File: config.mk
export PLATFORM = sky130hd
export DESIGN_NAME = serial_sub_ctrl
export DESIGN_NICKNAME = d
export VERILOG_FILES = /design/src/rtl/serial_sub_pkg.sv /design/src/rtl/fs_bit.sv /design/src/rtl/serial_sub_ctrl.sv
export SDC_FILE = /design/constraint.sdc
export NUM_CORES = 1
export LEC_CHECK = 0
export CAP_MARGIN = 20
export CORE_MARGIN = 4
export CORE_UTILIZATION = 55
export DETAILED_ROUTE_END_ITERATION = 16
export PLACE_DENSITY = 0.84
export SYNTH_ARGS = -nofsm -noshare
export SYNTH_HDL_FRONTEND = slang
export SYNTH_SLANG_ARGS = --single-unit
File: constraint.sdc
create_clock -name clk -period 2.5 [get_ports clk]
set_input_delay 0.625 -clock clk [delete_from_list [all_inputs] [get_ports clk]]
set_output_delay 0.625 -clock clk [all_outputs]
set_load 0.005 [all_outputs]
File: src/rtl/serial_sub_pkg.sv
// Shared types and helpers for the bit-serial subtraction controller.
package serial_sub_pkg;

  typedef enum logic [1:0] {
    IDLE = 2'd0,
    RUN  = 2'd1,
    DONE = 2'd2
  } state_t;

  // Bit-position counter width; one extra bit keeps WIDTH=64 from wrapping.
  function automatic int unsigned cnt_w(input int unsigned width);
    return $clog2(width) + 1;
  endfunction

endpackage

File: src/rtl/fs_bit.sv
// One-bit full subtractor built from two half-subtract stages plus an OR.
module fs_bit (
  input  logic x,
  input  logic y,
  input  logic bin,
  output logic d,
  output logic bout
);

  logic d1;
  logic b1;
  logic b2;

  // First half-subtract x - y, second subtracts the incoming borrow.
  always_comb begin
    d1   = x ^ y;
    b1   = ~x & y;
    d    = d1 ^ bin;
    b2   = ~d1 & bin;
    bout = b1 | b2;
  end

endmodule

File: src/rtl/serial_sub_ctrl.sv
// Bit-serial subtractor: diff = a - b, one bit per clock, LSB first.
module serial_sub_ctrl
  import serial_sub_pkg::*;
#(
  parameter int unsigned WIDTH = 8
) (
  input  logic             clk,
  input  logic             rst,
  input  logic             start,
  input  logic [WIDTH-1:0] a,
  input  logic [WIDTH-1:0] b,
  output logic             ready,
  output logic             busy,
  output logic             done,
  output logic [WIDTH-1:0] diff,
  output logic             borrow_out
);

  localparam int unsigned CW = cnt_w(WIDTH);
  localparam logic [CW-1:0] LAST = CW'(WIDTH - 1);

  state_t           state;
  logic [CW-1:0]    count;
  logic             borrow;
  logic [WIDTH-1:0] a_sr;
  logic [WIDTH-1:0] b_sr;
  logic [WIDTH-1:0] res_sr;
  logic [WIDTH-1:0] res_next;
  logic             d;
  logic             bnext;

  fs_bit u_fs_bit (
    .x    (a_sr[0]),
    .y    (b_sr[0]),
    .bin  (borrow),
    .d    (d),
    .bout (bnext)
  );

  // Result register shifts right with the new difference bit entering at the MSB.
  // Written as shift-then-overwrite so WIDTH=1 needs no special slice.
  always_comb begin
    res_next            = res_sr >> 1;
    res_next[WIDTH-1]   = d;
  end

  // Controller FSM, counter, shift registers and registered outputs.
  // diff/borrow_out load only on RUN completion so they hold across the next operation.
  always_ff @(posedge clk) begin
    if (rst) begin
      state      <= IDLE;
      count      <= '0;
      borrow     <= 1'b0;
      a_sr       <= '0;
      b_sr       <= '0;
      res_sr     <= '0;
      diff       <= '0;
      borrow_out <= 1'b0;
      done       <= 1'b0;
      busy       <= 1'b0;
      ready      <= 1'b1;
    end else begin
      case (state)
        IDLE: begin
          if (start) begin
            a_sr   <= a;
            b_sr   <= b;
            res_sr <= '0;
            borrow <= 1'b0;
            count  <= '0;
            ready  <= 1'b0;
            busy   <= 1'b1;
            state  <= RUN;
          end
        end
        RUN: begin
          a_sr   <= a_sr >> 1;
          b_sr   <= b_sr >> 1;
          res_sr <= res_next;
          borrow <= bnext;
          count  <= count + CW'(1);
          if (count == LAST) begin
            diff       <= res_next;
            borrow_out <= bnext;
            busy       <= 1'b0;
            done       <= 1'b1;
            state      <= DONE;
          end
        end
        DONE: begin
          done  <= 1'b0;
          ready <= 1'b1;
          state <= IDLE;
        end
        default: begin
          done  <= 1'b0;
          busy  <= 1'b0;
          ready <= 1'b1;
          state <= IDLE;
        end
      endcase
    end
  end

endmodule

==> reports/summary.txt <==
Total CTS buffers: 5
CTS max path bufs: 2
Core area: 0.00313 mm2
CTS root buffer: clkbuf_4
GR Overflow Total: 0
H-tree levels: 2
Sw Pwr: 353 uW
Cells after synthesis: 206
Largest net degree at the start of global routing: 31
Max-slew headroom: 60.0%
Post-DP HPWL: 2890 um
Cell row count: 20
# IOs: 31
Via/cell ratio: 5.80
Cell total after placement: 272
Worst slew pin tran: 0.598 ns
Share of layout cells above drive strength 1: 11.0%
Post-synthesis sequential area ratio: 45.9%
Worst Path Buf+Inv: 1
Final hold vios: 0
Setup TNS: 0 ns
Pre-Repair DR Iteration Count: 4
Worst-path cell chain: clkdlybuf4s50_1
Critical Path Fanout Max: 3
Crit-path slowest cell: clkdlybuf4s50_1
RSZ-0062 raised after global routing: no
Switching power share of the total: 28.3%
Antenna diode count: 0
Die X-Extent: 65.7 um
Vias: 1625
WL final: 4190 um
Commonest non-fill, non-tap cell in the layout: dfxtp_1
Min-delay worst type: register to register
Sequential cell area: 841 um2
Outcome: complete, no violations
Reg2Reg Setup Slack: 0.90 ns
Post_cts resized: 0
Post-synth top flop: dfxtp_1
Clock group share of total power: 29.2%
Port Buffers: 30
Max-slew violation count: 0
Lkg Pwr: 0.824 nW
Initial drt markers: 108
Fin cells: 280
Skew final: 0.0143 ns
Worst setup SP type: register
Post-synth net total: 227
Yosys cell types: 35
CTS tree: yes
Post-synth EDFFs: 0
Clk slew on worst S/H paths: 0.14 ns
GRT Util Overall: 21.2%
Combinational Power Share: 13.1%
Antenna Nets Post-Route: 0
Max-capacitance violation count: 0
P&R area growth vs syn: 21.3%
WS Path Type: register to output pin
FFs w/ async S/R, synth: 0%
Sequential Power Share: 57.7%
Worst path arrival time: 1.27 ns
Post-CTS setup buffers: 0
Worst-Skew Late Latency: 0.37 ns
Slowest stage delay, CP: 0.51 ns
Starting Density: 58.6%
Post-Syn Area per Cell: 8.90 um2
First-pass GRT wire length: 7060 um
Tot Pwr: 1.25 mW
Layout Nets: 256
Ys Warns: 0
DRC: 0
Delay-heaviest family, CP: buffers and inverters
Cell-internal power: 897 uW
Max Freq: 528 MHz
Initial antenna violation count: 0
Die Y: 65.7 um
Clock sink total: 42
Multi-input gate area: 863 um2
Utilization after layout: 71.1%
Hold buffers post-CTS: 0
Vias in the first global route: 1511
Layout fillers: 262
Fin crit period: 1.89 ns
Gpl congestion: 0.806
Die area: 0.00432 mm2
Required @ worst endpoint: 1.88 ns
Final worst path period share: 75.7%
Power per cell area: 562 mW/mm2
Worst setup EP type: output pin
Post-Syn Area: 0.00183 mm2
Synth Register Bits: 42
# setup viols final: 0
Wire length per cell: 15.0 um
Worst vdd ir: 0.000364 V
Most frequent cells in the layout: 42 x dfxtp_1, 30 x clkdlybuf4s50_1, 26 x a21oi_1, 26 x nor2_1, 11 x nor2b_1
==> final timing paths <==
kind / startpoint / end / depth (start not counted)
setup reg to reg: state[1]$_SDFFE_PP0P_ / res_sr[4]$_SDFFE_PP0P_ / 4
hold reg to reg: borrow$_SDFFE_PP0P_ / borrow$_SDFFE_PP0P_ / 1
setup / recovery: busy$_SDFFE_PP0P_ / busy / 1
hold / removal: borrow$_SDFFE_PP0P_ / borrow$_SDFFE_PP0P_ / 1
==> cells by family after synthesis <==
group,after synthesis,synth area share [%]
buffers and inverters,26,7.03
adder cells (fa/ha/maj),2,1.77
flip-flops,42,45.9
AO/OA/AOI/OAI,73,27.7
multiplexers,1,0.546
AND/OR/NAND/NOR,62,17.1
==> cell type report <==
| cell class | count | area share (%) |
|---|---|---|
| multi-input combinational | 138 | 38.8 |
| timing repair buffer | 39 | 16.5 |
| tap | 44 | 2.48 |
| sequential | 42 | 37.8 |
| clock buffer | 5 | 1.69 |
| inverter | 9 | 1.52 |
| clock inverter | 3 | 1.13 |
==> metal layers <==
metal	global-route usage, %	wire (um)	vias to the layer above
li1	-	-	799
met1	27.6	1930	769
met2	33.5	1990	50
met3	7.01	228	7
met4	5.70	42	0
met5	0	0	-
==> Yosys cell counts (all sizes together), types with 2 or more instances <==
cell type	count	area share, %
nand3	10	2.7
buf	13	4.4
inv	9	1.8
nand3b	5	2.0
o21ai	9	2.5
a2111oi	8	4.4
nor2	26	5.3
nand2	3	0.61
or3	2	0.68
clkbuf	4	0.82
nor2b	11	3.8
o22ai	7	2.4
o221a	7	4.3
nand2b	3	1.2
a22o	8	3.8
a31oi	2	0.68
dfxtp	42	46
a21oi	26	7.1
==> power by group through the flow <==
stage | Sequential, mW | Combinational (mW) | Clock, mW
after global routing | 0.726 | 0.181 | 0.402
after global placement | 0.734 | 0.156 | 0
after floorplan | 0.732 | 0.101 | 0
after detailed placement | 0.736 | 0.162 | 0
final | 0.722 | 0.164 | 0.365
after CTS | 0.721 | 0.163 | 0.370
==> through the flow <==
step	hold slack (ns)	setup WS [ns]	instance area, um2
6_report	0.468	0.607	2220
5_1_grt	0.481	0.523	2220
4_1_cts	0.470	0.604	2220
3_5_place_dp	0.439	0.273	2160
3_3_place_gp	0.435	0.336	2160
2_1_floorplan	0.426	1.00	1830
==> sequential cells by signal, indices dropped and copies added, names as in the netlist <==
register and cells:
ready 1, res_sr 7, borrow_out 1, count 4, state 2, borrow 1, busy 1, a_sr 8
b_sr 8, diff 8, done 1
No activity file was read; power rests on OpenSTA's default activity.
